$ cat src/rtl/uart_case_pkg.sv
// -----------------------------------------------------------------------------
// uart_case_pkg
// Shared definitions for the uart case-converter stream stage:
//   - case mode encodings
//   - output FSM state encoding
//   - ASCII letter range constants and the upper/lower case offset
//   - case_convert(): combinational byte conversion for a given mode
// -----------------------------------------------------------------------------
package uart_case_pkg;

    typedef enum logic [1:0] {
        MODE_PASS   = 2'b00,
        MODE_UPPER  = 2'b01,
        MODE_LOWER  = 2'b10,
        MODE_TOGGLE = 2'b11
    } mode_e;

    typedef enum logic [2:0] {
        ST_IDLE      = 3'd0,
        ST_LOAD      = 3'd1,
        ST_START     = 3'd2,
        ST_WAIT_BUSY = 3'd3,
        ST_WAIT_DONE = 3'd4
    } state_e;

    localparam logic [7:0] ASCII_UC_FIRST = 8'h41;
    localparam logic [7:0] ASCII_UC_LAST  = 8'h5A;
    localparam logic [7:0] ASCII_LC_FIRST = 8'h61;
    localparam logic [7:0] ASCII_LC_LAST  = 8'h7A;
    localparam logic [7:0] CASE_OFFSET    = 8'h20;

    // Only the two ASCII letter ranges are ever modified; every other code,
    // including 0x80..0xFF, is returned unchanged in all modes.
    function automatic logic [7:0] case_convert(input logic [7:0] b,
                                                input logic [1:0] m);
        logic       w_is_uc;
        logic       w_is_lc;
        logic [7:0] w_res;
        w_is_uc = (b >= ASCII_UC_FIRST) && (b <= ASCII_UC_LAST);
        w_is_lc = (b >= ASCII_LC_FIRST) && (b <= ASCII_LC_LAST);
        w_res   = b;
        case (m)
            MODE_PASS: begin
                w_res = b;
            end
            MODE_UPPER: begin
                if (w_is_lc) w_res = b - CASE_OFFSET;
                else         w_res = b;
            end
            MODE_LOWER: begin
                if (w_is_uc) w_res = b + CASE_OFFSET;
                else         w_res = b;
            end
            MODE_TOGGLE: begin
                if (w_is_uc)      w_res = b + CASE_OFFSET;
                else if (w_is_lc) w_res = b - CASE_OFFSET;
                else              w_res = b;
            end
            default: begin
                w_res = b;
            end
        endcase
        return w_res;
    endfunction

endpackage

$ cat src/rtl/uart_case_stream_byte_fifo.sv
// -----------------------------------------------------------------------------
// byte_fifo
// Synchronous FIFO with read/write pointers wrapping at DEPTH (power of two)
// and a registered occupancy level. Reusable by other uart-side blocks.
// Ports:
//   i_clk, i_rst   clock, asynchronous active-high reset
//   i_push, i_wdata  write request and data (ignored when full without pop)
//   i_pop          read request (ignored when empty); o_rdata is head entry
//   i_flush        synchronous clear, priority over push and pop
//   o_level, o_full, o_empty  registered occupancy and flags
// -----------------------------------------------------------------------------
module byte_fifo #(
    parameter int DEPTH = 16,
    parameter int WIDTH = 8,
    parameter int LVL_W = $clog2(DEPTH) + 1
) (
    input  logic             i_clk,
    input  logic             i_rst,
    input  logic             i_push,
    input  logic [WIDTH-1:0] i_wdata,
    input  logic             i_pop,
    input  logic             i_flush,
    output logic [WIDTH-1:0] o_rdata,
    output logic [LVL_W-1:0] o_level,
    output logic             o_full,
    output logic             o_empty
);

    localparam int AW = $clog2(DEPTH);

    logic [WIDTH-1:0] r_mem [DEPTH];
    logic [AW-1:0]    r_wr_ptr;
    logic [AW-1:0]    r_rd_ptr;
    logic [LVL_W-1:0] r_level;
    logic             r_full;
    logic             r_empty;
    logic [LVL_W-1:0] w_level_nxt;
    logic             w_do_push;
    logic             w_do_pop;

    // A push into a full FIFO is legal when the head leaves in the same cycle.
    assign w_do_pop  = i_pop && !i_flush && !r_empty;
    assign w_do_push = i_push && !i_flush && (!r_full || w_do_pop);

    // Next occupancy; flush wins over any push/pop activity.
    always_comb begin
        w_level_nxt = r_level;
        if (i_flush) begin
            w_level_nxt = '0;
        end else if (w_do_push && !w_do_pop) begin
            w_level_nxt = r_level + LVL_W'(1);
        end else if (!w_do_push && w_do_pop) begin
            w_level_nxt = r_level - LVL_W'(1);
        end else begin
            w_level_nxt = r_level;
        end
    end

    // Pointers, level and flags; flags come from the next level so they are registered.
    always_ff @(posedge i_clk or posedge i_rst) begin
        if (i_rst) begin
            r_wr_ptr <= '0;
            r_rd_ptr <= '0;
            r_level  <= '0;
            r_full   <= 1'b0;
            r_empty  <= 1'b1;
        end else begin
            if (i_flush) begin
                r_wr_ptr <= '0;
                r_rd_ptr <= '0;
            end else begin
                if (w_do_push) r_wr_ptr <= r_wr_ptr + AW'(1);
                if (w_do_pop)  r_rd_ptr <= r_rd_ptr + AW'(1);
            end
            r_level <= w_level_nxt;
            r_full  <= (w_level_nxt == LVL_W'(DEPTH));
            r_empty <= (w_level_nxt == '0);
        end
    end

    // Storage array; contents need no reset because the level gates reads.
    always_ff @(posedge i_clk) begin
        if (w_do_push) r_mem[r_wr_ptr] <= i_wdata;
    end

    assign o_rdata = r_mem[r_rd_ptr];
    assign o_level = r_level;
    assign o_full  = r_full;
    assign o_empty = r_empty;

endmodule

$ cat src/rtl/uart_case_stream.sv
// -----------------------------------------------------------------------------
// uart_case_stream
// Byte-stream stage between uart_rx and uart_tx: converts each received byte
// with the run-time case mode, queues it in a byte_fifo and feeds uart_tx
// through an IDLE/LOAD/START/WAIT_BUSY/WAIT_DONE handshake FSM.
// Ports:
//   clk, rst              clock, asynchronous active-high reset
//   mode                  00 pass, 01 upper, 10 lower, 11 toggle
//   flush                 synchronous FIFO clear pulse
//   rx_valid, rx_data     received byte strobe and data
//   tx_ready              uart_tx idle indication
//   tx_start, tx_data     one-cycle start pulse and held byte to uart_tx
//   fifo_level/full/empty FIFO occupancy
//   overflow_cnt          saturating count of bytes dropped on a full FIFO
//   byte_cnt              saturating count of bytes handed to uart_tx
// -----------------------------------------------------------------------------
module uart_case_stream
    import uart_case_pkg::*;
#(
    parameter int DEPTH = 16,
    parameter int CNT_W = 16,
    parameter int LVL_W = $clog2(DEPTH) + 1
) (
    input  logic             clk,
    input  logic             rst,
    input  logic [1:0]       mode,
    input  logic             flush,
    input  logic             rx_valid,
    input  logic [7:0]       rx_data,
    input  logic             tx_ready,
    output logic             tx_start,
    output logic [7:0]       tx_data,
    output logic [LVL_W-1:0] fifo_level,
    output logic             fifo_full,
    output logic             fifo_empty,
    output logic [CNT_W-1:0] overflow_cnt,
    output logic [CNT_W-1:0] byte_cnt
);

    state_e           r_state;
    state_e           w_state_nxt;
    logic             r_tx_start;
    logic [7:0]       r_tx_data;
    logic [CNT_W-1:0] r_overflow_cnt;
    logic [CNT_W-1:0] r_byte_cnt;
    logic [7:0]       w_conv;
    logic [7:0]       w_fifo_rdata;
    logic [LVL_W-1:0] w_level;
    logic             w_full;
    logic             w_empty;
    logic             w_pop;
    logic             w_push;
    logic             w_drop;

    // Mode is sampled together with the byte, so queued bytes never change.
    assign w_conv = case_convert(rx_data, mode);

    // Full FIFO still accepts a byte when the FSM pops in the same cycle.
    assign w_push = rx_valid && !flush && (!w_full || w_pop);
    assign w_drop = rx_valid && !flush && w_full && !w_pop;

    byte_fifo #(
        .DEPTH (DEPTH),
        .WIDTH (8),
        .LVL_W (LVL_W)
    ) u_fifo (
        .i_clk   (clk),
        .i_rst   (rst),
        .i_push  (w_push),
        .i_wdata (w_conv),
        .i_pop   (w_pop),
        .i_flush (flush),
        .o_rdata (w_fifo_rdata),
        .o_level (w_level),
        .o_full  (w_full),
        .o_empty (w_empty)
    );

    // Output FSM next-state and pop decode.
    always_comb begin
        w_state_nxt = r_state;
        w_pop       = 1'b0;
        case (r_state)
            ST_IDLE: begin
                if (!w_empty && tx_ready && !flush) w_state_nxt = ST_LOAD;
                else                                w_state_nxt = ST_IDLE;
            end
            ST_LOAD: begin
                // A flush arriving here clears the head before it is loaded,
                // so nothing is sent.
                if (flush) begin
                    w_state_nxt = ST_IDLE;
                end else begin
                    w_state_nxt = ST_START;
                    w_pop       = 1'b1;
                end
            end
            ST_START: begin
                w_state_nxt = ST_WAIT_BUSY;
            end
            ST_WAIT_BUSY: begin
                if (!tx_ready) w_state_nxt = ST_WAIT_DONE;
                else           w_state_nxt = ST_WAIT_BUSY;
            end
            ST_WAIT_DONE: begin
                if (tx_ready) w_state_nxt = ST_IDLE;
                else          w_state_nxt = ST_WAIT_DONE;
            end
            default: begin
                w_state_nxt = ST_IDLE;
            end
        endcase
    end

    // FSM state register.
    always_ff @(posedge clk or posedge rst) begin
        if (rst) r_state <= ST_IDLE;
        else     r_state <= w_state_nxt;
    end

    // Registered tx interface: start pulse is high exactly while in START.
    always_ff @(posedge clk or posedge rst) begin
        if (rst) begin
            r_tx_start <= 1'b0;
            r_tx_data  <= 8'h00;
        end else begin
            r_tx_start <= (w_state_nxt == ST_START);
            if (w_pop) r_tx_data <= w_fifo_rdata;
        end
    end

    // Saturating statistics counters.
    always_ff @(posedge clk or posedge rst) begin
        if (rst) begin
            r_overflow_cnt <= '0;
            r_byte_cnt     <= '0;
        end else begin
            if (w_drop && (r_overflow_cnt != {CNT_W{1'b1}}))
                r_overflow_cnt <= r_overflow_cnt + CNT_W'(1);
            if ((r_state == ST_START) && (r_byte_cnt != {CNT_W{1'b1}}))
                r_byte_cnt <= r_byte_cnt + CNT_W'(1);
        end
    end

    assign tx_start     = r_tx_start;
    assign tx_data      = r_tx_data;
    assign fifo_level   = w_level;
    assign fifo_full    = w_full;
    assign fifo_empty   = w_empty;
    assign overflow_cnt = r_overflow_cnt;
    assign byte_cnt     = r_byte_cnt;

endmodule

$ cat config.mk
export PLATFORM = sky130hd
export DESIGN_NAME = uart_case_stream
export DESIGN_NICKNAME = d
export VERILOG_FILES = /design/src/rtl/uart_case_pkg.sv /design/src/rtl/uart_case_stream_byte_fifo.sv /design/src/rtl/uart_case_stream.sv
export SDC_FILE = /design/constraint.sdc
export NUM_CORES = 1
export LEC_CHECK = 0
export ABC_AREA = 0
export BUFFER_PORTS_ARGS = -buffer_cell sky130_fd_sc_hd__buf_4
export CORE_UTILIZATION = 43
export DETAILED_ROUTE_END_ITERATION = 7
export PLACE_DENSITY = 0.64
export SLEW_MARGIN = 10
export SYNTH_ARGS = -nofsm -noshare
export SYNTH_HDL_FRONTEND = slang
export SYNTH_SLANG_ARGS = --single-unit
$ cat constraint.sdc
create_clock -name clk -period 2.9 [get_ports clk]
set_input_delay 0.29 -clock clk [delete_from_list [all_inputs] [get_ports clk]]
set_output_delay 0.29 -clock clk [all_outputs]
set_load 0.1 [all_outputs]
; ---- Yosys cells after proc, flatten, opt, wreduce, memory -nomap -nowiden
; Memories as Yosys holds them, arrays and structs flattened. A register that Yosys moved wholly into a read port is not among the register bits.
; Index checks and enable logic that the tools add are counted.
[word_totals]
reg_bits = 51
latchBits = 0
mem_bits_rw = 128
romBits = 0
in_bits = 15
wordCells = 82
n_memories = 1
[memory_table]
columns = memory, words, width, read_ports, rd_clocked_by_memory_dff, wr, line_no
row1 = u_fifo.r_mem, 16, 8, 1, 1, 1, uart_case_stream_byte_fifo.sv:31  ; logic [WIDTH-1:0] r_mem [DEPTH];
[op_classes]
add_sub_neg = 8
n_mul = 0
div = 0
magnitude_cmp = 4
n_eq_ne = 11
n_shift = 0
mux = 20
bitwise = 0
reduce_logical = 29
[op_table]
columns = cell, n
row1 = $add 16x1->16 const B, 2
row2 = $ne 16x16->1 const B, 2
row3 = $pmux 8 s4, 1
row4 = $mux 8, 3
row5 = $ge 8x7->1 const B, 2
row6 = $le 8x7->1 const B, 2
row7 = $logic_and 1x1->1, 16
row8 = $mux 4, 4
row9 = $mux 5, 3
row10 = $pmux 3 s5, 1
row11 = $eq 3x2->1 const B, 3
row12 = $add 4x1->4 const B, 2
row13 = $add 8x6->8 const B, 1
row14 = $sub 8x6->8 const B, 1
row15 = $logic_not 1->1, 6
row16 = $mux 3, 2
row17 = $add 5x1->5 const B, 1
row18 = $eq 5x5->1 const B, 1
row19 = $logic_not 5->1, 1
row20 = $mux 1, 5
row21 = $sub 5x1->5 const B, 1
row22 = $eq 2x2->1 const B, 2
row23 = $reduce_bool 2->1, 2
row24 = $eq 3x1->1 const B, 1
row25 = 6 further kinds, 7

; ---- Logic depth before layout (Yosys ltp)
; Gate-level depths: netlist of the first run.
[depth]
depth_word = 12
ltp_mapped = 8

; ---- By module
; A second synthesis of the first run with hierarchy kept.
[unflattened]
hier_cells = 526
area_unflattened_um2 = 8130.3
[modules_own_cells]
columns = mod, instances, cells_each, area_each_um2, seq_area_each_um2
row1 = byte_fifo, 1, 317, 5926.9, 4220.3
row2 = uart_case_stream, 1, 209, 2203.4, 1101.1

; ---- Least setup slack after synthesis of the first run
; OpenSTA, ideal clock, no wires.
[synth_timing]
path_kind = register to register
startpoint = register u_fifo.r_level[0] (netlist: u_fifo.o_level[0])
endpoint = register u_fifo.r_full (netlist: u_fifo.o_full)
setup_ps = 133
t_arrival_ps = 2341
slack_ps = 426
path_stages_with_launch = 7
path_buffers = 0
period_less_slack_ps = 2474
cell_sequence = dfrtp_1 -> inv_1 -> ha_1 -> or4b_2 -> mux2i_1 -> mux2_2 -> nor4b_2
[synth_via]
elab_chain_len = 5
word_cells_on_any_way = 6
[synth_lines]
columns = element, line_no
row1 = from (decl), uart_case_stream_byte_fifo.sv:34  ; logic [LVL_W-1:0] r_level;
row2 = from (signal assigned), uart_case_stream_byte_fifo.sv:75  ; r_level <= w_level_nxt;
row3 = $sub 5x1->5, uart_case_stream_byte_fifo.sv:53  ; w_level_nxt = r_level - LVL_W'(1);
row4 = $mux 5, uart_case_stream_byte_fifo.sv:52  ; end else if (!w_do_push && w_do_pop) begin
row5 = $mux 5 *, uart_case_stream_byte_fifo.sv:50  ; end else if (w_do_push && !w_do_pop) begin
row6 = $mux 5 *, uart_case_stream_byte_fifo.sv:48  ; if (i_flush) begin
row7 = named net u_fifo.w_level_nxt[4], uart_case_stream_byte_fifo.sv:37  ; logic [LVL_W-1:0] w_level_nxt;
row8 = $eq 5x5->1 *, uart_case_stream_byte_fifo.sv:76  ; r_full <= (w_level_nxt == LVL_W'(DEPTH));
row9 = to (signal assigned), uart_case_stream_byte_fifo.sv:76
row10 = to (decl), uart_case_stream_byte_fifo.sv:35  ; logic r_full;
; Mark *: on every way through the listed nets, which the timed path passes. The rest lies on a longest branch.
; A chain may end at the register's enable or synchronous reset.

; ---- Worst setup path after layout of the first run
[layout_timing]
startpoint = register r_state[1]
endpoint = memory u_fifo.r_mem[1][4] (enable)
[layout_via]
elab_chain_len = 8
word_cells_on_any_way = 11
[layout_lines]
columns = element, line_no
row1 = from (decl), uart_case_stream.sv:40  ; state_e r_state;
row2 = from (signal assigned), uart_case_stream.sv:118  ; else r_state <= w_state_nxt;
row3 = $eq 3x1->1 *, uart_case_stream.sv:83  ; case (r_state)
row4 = $mux 1 *, uart_case_stream.sv:83
row5 = $logic_or 1x1->1 / $logic_and 1x1->1 (equally long branches), "uart_case_stream.sv:59, uart_case_stream_byte_fifo.sv:42"
row6 = $logic_and 1x1->1 (on tied branches), "uart_case_stream.sv:59, uart_case_stream_byte_fifo.sv:42"
row7 = $logic_and 1x1->1 / $logic_or 1x1->1 (equally long branches), uart_case_stream_byte_fifo.sv:43  ; assign w_do_push = i_push && !i_flush && (!r_full || w_do_pop);
row8 = $logic_and 1x1->1 *, uart_case_stream_byte_fifo.sv:43
row9 = $mux 1 *, uart_case_stream_byte_fifo.sv:83  ; if (w_do_push) r_mem[r_wr_ptr] <= i_wdata;
row10 = $mux 1 (not written as such) *, uart_case_stream_byte_fifo.sv:83
row11 = to (decl), uart_case_stream_byte_fifo.sv:31
; Mark *: on every way between the ends. The rest lies on a longest branch, timed or not.

==> flow_summary.json, run 1 <==
{
  "worstPathRequired_ns": 2.97,
  "finClkSkew_ns": 0.00620,
  "wl_per_cell_um": 20.2,
  "grt_max_degree": 45,
  "crit_type": "reg2reg",
  "fin_crit_sh": 0.906,
  "critPathCaptureType": "flip-flop",
  "synth.distinct_cells": 54,
  "cts_tree": "built",
  "synth_top_area_cell": "edfxtp_1",
  "layout_min_cycle_time_ns": 2.63,
  "post_cts_buffers": 0,
  "antenna_found_initial": 0,
  "setup-violations-final": 0,
  "path_depth": 5,
  "drv_cap": 0,
  "ys_seq_area_frac": 0.665,
  "violations": "design-rule violations",
  "synth_flop_cell": "edfxtp_1",
  "tightest_slew_ns": 0.933,
  "grt_overflow_total": 0,
  "multiInputGateArea_um2": 2520,
  "syn_inst": 499,
  "die_w_um": 138,
  "drive_above_1_share": 0.276,
  "n_antenna_cell": 0,
  "dp.cells": 780,
  "die_h_um": 138,
  "powerDensity_nw_per_um2": 786,
  "synth_top_area_frac": 0.481,
  "r2r.worst_path.cells": 5,
  "fin_area_um2": 9360,
  "finalHoldViolations": 0,
  "ctsRootBufferMaster": "clkbuf_16",
  "synth_area_um2": 8000,
  "synth.net_count": 525,
  "num_io_pins": 63,
  "synth_most_common_cell": "edfxtp_1",
  "gr-usage-all-layers": 0.186,
  "hold_depth": 2,
  "route.detailed.drc": 2,
  "cp_cell_sequence": "or4b_1, o21ai_1, nand2_1, nor3_1, and2_1",
  "r2r_end": "u_fifo.r_mem[1][4]",
  "initial_core_util": 0.442,
  "nNetsFinal": 596,
  "final_cells": 812,
  "syn_avg_cell_area_um2": 16.0,
  "via_count": 4531,
  "first_iter_violations": 313,
  "clkSinkCount": 187,
  "critPathMaxFanout": 9,
  "dr.pass1.iters": 6,
  "hold_path.class": "in2reg",
  "run_status": "finished, violations left",
  "cts_resized": 0,
  "clk_latency_ns": 0.43,
  "synth_edf_count": 128,
  "grt_pass1_vias": 4762,
  "cts_hold_buf": 0,
  "hpwlAfterDp_um": 11000,
  "ir_drop_mv": 0.449,
  "p_leak_nw": 3.51,
  "slew_viol_final": 0,
  "dpl_cell_area_um2": 8740,
  "cts.path.max_buffers": 2,
  "clk_pin_slew_worst_paths_ns": 0.07,
  "h-tree-depth": 4,
  "gp_congestion": 0.803,
  "die_area_um2": 19200,
  "cp_top_family": "simple AND/OR/NAND/NOR gates",
  "max_stage_delay_ns": 0.55,
  "drt-total-wl_um": 16400,
  "yosys-top-cells-count": "edfxtp_1 (128), dfrtp_1 (58), mux4_2 (32), xnor2_1 (23), nor2_1 (20)",
  "grt_pass1_wl_um": 26600,
  "tns_ns": 0,
  "vias_per_cell": 5.58,
  "cp_slowest_cell": "or4b_1",
  "core_area_um2": 18100,
  "arrival_ns": 2.70,
  "power_mw": 7.36,
  "rsz0062_at_grt": "false",
  "cp-endpoint": "u_fifo.r_mem[1][4]",
  "syn_to_final_growth_pct": 17.0,
  "io_buffers": 62,
  "fmax_mhz": 381,
  "synthTopCellsByArea": "edfxtp_1 (48%), dfrtp_1 (18%), mux4_2 (9.0%)",
  "postRouteAntennaNets": 0,
  "fillCellCount": 1469,
  "ff_latch_area_um2": 5320,
  "cts_buffers": 17,
  "synth-warning-count": 0,
  "regToRegStartpoint": "r_state[1]",
  "path_buf_inv": 0,
  "synthArstFlopShare": 0.316,
  "start_kind": "flip-flop",
  "fp-row-count": 49,
  "startpoint": "r_state[1]",
  "max_slew_margin": 0.377,
  "rrSetupSlack_ns": 0.27,
  "holdWs_ns": 0.0278,
  "synth-seq-cells": 187
}
-- layer usage --
layer  track usage  share of wire  up-vias
met4        0.0763          0.017        0
li1              -              -     2085
met5             0              0        -
met2         0.316           0.52       95
met1         0.239           0.43     2329
met3        0.0287          0.037       22
-- sequential cells by signal, summed over array words and instances (netlist names) --
name / flops
u_fifo.o_level: 5
u_fifo.o_full: 1
tx_data: 8
u_fifo.r_wr_ptr: 4
byte_cnt: 16
tx_start: 1
overflow_cnt: 16
u_fifo.r_rd_ptr: 4
r_state: 3
u_fifo.r_mem: 128
u_fifo.o_empty: 1
-- cell usage in the layout, fill, tap and decap left out, types with 10 or more instances in the layout --
cell type and instances:
and3_1 17, ha_1 11, clkbuf_16 17, nor3_1 12, inv_1 13, nand2_1 19
buf_4 71, edfxtp_1 128, mux2_2 13, mux4_2 32, nor2_1 20, nand3_1 15
xor2_1 10, xnor2_1 23, nand4_1 11, mux2i_1 11, dfrtp_1 57
-- worst register-to-register path, cell delays in order (launching register included) --
cell     delay, ns
dfrtp_1       0.46
or4b_1        0.55
o21ai_1       0.28
nand2_1       0.22
nor3_1        0.32
and2_1        0.46
-- area by class of cell --
type / count / share of cell area
multi-input combinational: 277 / 0.270
timing repair buffer: 72 / 0.0591
clock buffer: 18 / 0.0458
clock inverter: 14 / 0.0201
tap: 229 / 0.0306
inverter: 15 / 0.00602
sequential: 187 / 0.569
-- worst min-delay path by stage --
stage / slack, ns / endpoint / startpoint
floorplan: 0.35 / r_state[2] / tx_ready
global placement: 0.46 / r_state[2] / tx_ready
detailed placement: 0.47 / r_state[2] / tx_ready
CTS: 0.008 / r_state[2] / tx_ready
global route: 0.01 / r_state[2] / tx_ready
finish: 0.03 / r_state[2] / tx_ready
-- through the flow --
step           utilization  setup WS, ns
2_1_floorplan            -         0.426
3_3_place_gp         0.483         0.374
3_5_place_dp         0.483         0.254
4_1_cts              0.518         0.265
5_1_grt              0.518       0.00663
6_report             0.518         0.272
-- power breakdown --
part,total [mW],leakage [nW],internal (mW),switching (mW)
Sequential,3.19,1.94,3.01,0.180
Combinational,1.76,1.27,0.518,1.24
Clock,2.40,0.297,1.38,1.02
Total,7.36,3.51,4.91,2.44
-- cells by family after synthesis --
logic type	synth area share
flops	0.665
simple gates	0.0985
mux	0.124
compound gates	0.0397
buf+inv	0.0191
xor+xnor	0.0361
fa+ha+maj	0.0172
Power figures use the tool's default switching activity.
==> run 2: changes to the inputs <==
--- a/config.mk
+++ b/config.mk
@@ -7,9 +7,9 @@
 export LEC_CHECK = 0
 export ABC_AREA = 0
 export BUFFER_PORTS_ARGS = -buffer_cell sky130_fd_sc_hd__buf_4
-export CORE_UTILIZATION = 43
+export CORE_UTILIZATION = 60
 export DETAILED_ROUTE_END_ITERATION = 7
-export PLACE_DENSITY = 0.64
+export PLACE_DENSITY = 0.84
 export SLEW_MARGIN = 10
 export SYNTH_ARGS = -nofsm -noshare
 export SYNTH_HDL_FRONTEND = slang
==> flow_summary.json, run 2 (same netlist as run 1, synthesis figures left out) <==
{
  "grt_max_degree": 48,
  "gp_congestion": 0.825,
  "h-tree-depth": 4,
  "largest_register": "u_fifo.r_mem",
  "critPathMaxFanout": 9,
  "drive_above_1_share": 0.274,
  "fp-row-count": 41,
  "initial_core_util": 0.624,
  "setup-violations-final": 0,
  "drv_cap": 0,
  "fin_crit_sh": 0.881,
  "cts.path.max_buffers": 2,
  "largest_reg_flops": 128,
  "hold_depth": 2,
  "wl_per_cell_um": 21.2,
  "clk_latency_ns": 0.44,
  "final_cell_mix": "edfxtp_1 (128), buf_4 (70), dfrtp_1 (57), mux4_2 (32), xnor2_1 (23)",
  "postRouteAntennaNets": 0,
  "run_status": "finished, final reports clean",
  "finClkSkew_ns": 0.0117,
  "n_antenna_cell": 0,
  "grt_overflow_total": 0,
  "finalHoldViolations": 0,
  "min_to": "r_state[2]",
  "die_w_um": 117,
  "via_count": 4613,
  "vias_per_cell": 6.11,
  "ctsRootBufferMaster": "clkbuf_16",
  "min_from": "tx_ready",
  "r2r.worst_path.cells": 5,
  "layout_min_cycle_time_ns": 2.56,
  "critPathCaptureType": "flip-flop",
  "regToRegStartpoint": "r_state[1]",
  "drt-total-wl_um": 16000,
  "cts_resized": 0,
  "r2r_end": "u_fifo.r_mem[3][6]",
  "final_common_cell": "edfxtp_1",
  "rrSetupSlack_ns": 0.34,
  "cts_tree": "built",
  "die_h_um": 117,
  "cts_buffers": 17,
  "p_leak_nw": 3.51,
  "core_area_um2": 12800,
  "die_area_um2": 13800,
  "syn_to_final_growth_pct": 15.8,
  "grt_pass1_wl_um": 25700,
  "ir_drop_mv": 0.576,
  "hpwlAfterDp_um": 10200,
  "io_buffers": 62,
  "hold_path.class": "in2reg",
  "rsz0062_at_grt": "false",
  "tns_ns": 0,
  "nNetsFinal": 596,
  "clkSinkCount": 187,
  "route.detailed.drc": 0,
  "fillCellCount": 811,
  "max_slew_margin": 0.416,
  "multiInputGateArea_um2": 2520,
  "holdWs_ns": 0.0176,
  "crit_type": "reg2reg",
  "post_cts_buffers": 0,
  "num_io_pins": 63,
  "arrival_ns": 2.66,
  "antenna_found_initial": 0,
  "start_kind": "flip-flop",
  "grt_pass1_vias": 4628,
  "gr-usage-all-layers": 0.249,
  "ff_latch_area_um2": 5320,
  "slew_viol_final": 0,
  "powerDensity_nw_per_um2": 783,
  "dr.pass1.iters": 5,
  "tightest_slew_ns": 0.877,
  "worstPathRequired_ns": 3.00,
  "first_iter_violations": 439,
  "clk_pin_slew_worst_paths_ns": 0.07,
  "fmax_mhz": 391
}
## run 2: cell count changes in the layout (fill, tap and decap cells not counted), moves of 2 or more
| cell | delta |
|---|---|
| bufinv_16 | -3 |
| clkinv_4 | -2 |
| clkbuf_16 | +2 |
| inv_4 | +2 |
| clkinvlp_4 | -2 |
| clkbuf_8 | +3 |
## run 2: worst max path at each step
stage | start | endpoint | slack, ns | cells past startpoint
global route | r_state[1] | u_fifo.r_mem[1][5] | 0.15 | 5
CTS | r_state[1] | u_fifo.r_mem[3][6] | 0.34 | 5
finish | r_state[1] | u_fifo.r_mem[3][6] | 0.34 | 5
floorplan | u_fifo.o_level[0] | u_fifo.o_full | 0.43 | 6
detailed placement | flush | u_fifo.o_empty | 0.34 | 8
global placement | flush | u_fifo.r_mem[3][1] | 0.43 | 6
## run 2: area by class of cell
| class | instances | area share |
|---|---|---|
| Sequential cell | 187 | 0.574 |
| Multi-Input combinational cell | 277 | 0.272 |
| Timing Repair Buffer | 72 | 0.0600 |
| Clock inverter | 9 | 0.00770 |
| Tap cell | 172 | 0.0232 |
| Clock buffer | 23 | 0.0562 |
| Inverter | 15 | 0.00608 |
## run 2: power by group
group          switching [mW]  total, mW  internal (mW)
logic                    1.25       1.78          0.524
registers               0.171       3.19           3.01
clock network            1.01       2.29           1.29
## run 2: worst max-delay path, cell delays in order, from the launching register on
cell	delay, ns
dfrtp_1	0.46
or4b_1	0.55
o21ai_1	0.25
nand2_1	0.20
nor3_1	0.34
and2_1	0.42
## run 2: metal layers
metal,share of wire,track usage,up-vias,wire (µm)
met2,0.49,0.395,179,7920
met4,0.024,0.103,0,380
met1,0.42,0.332,2313,6790
met5,0,0,-,0
li1,-,-,2086,-
met3,0.059,0.0620,35,948
## run 2: stage by stage
| stage | area [µm²] | setup WS [ns] | util | std cells | power [mW] |
|---|---|---|---|---|---|
| 5_1_grt | 9270 | 0.154 | 0.723 | 755 | 7.48 |
| 6_report | 9270 | 0.344 | 0.723 | 755 | 7.26 |
| 2_1_floorplan | 8000 | 0.426 | - | 499 | 4.57 |
| 3_5_place_dp | 8660 | 0.343 | 0.675 | 721 | 5.00 |
| 4_1_cts | 9260 | 0.345 | 0.722 | 754 | 7.28 |
| 3_3_place_gp | 8660 | 0.433 | 0.675 | 721 | 4.96 |
## run 2: timing repair
item | CTS | global route
setup endpoints to repair | 0 | 0
hold endpoints to repair | 12 | 0
hold buffers | 1 | 0
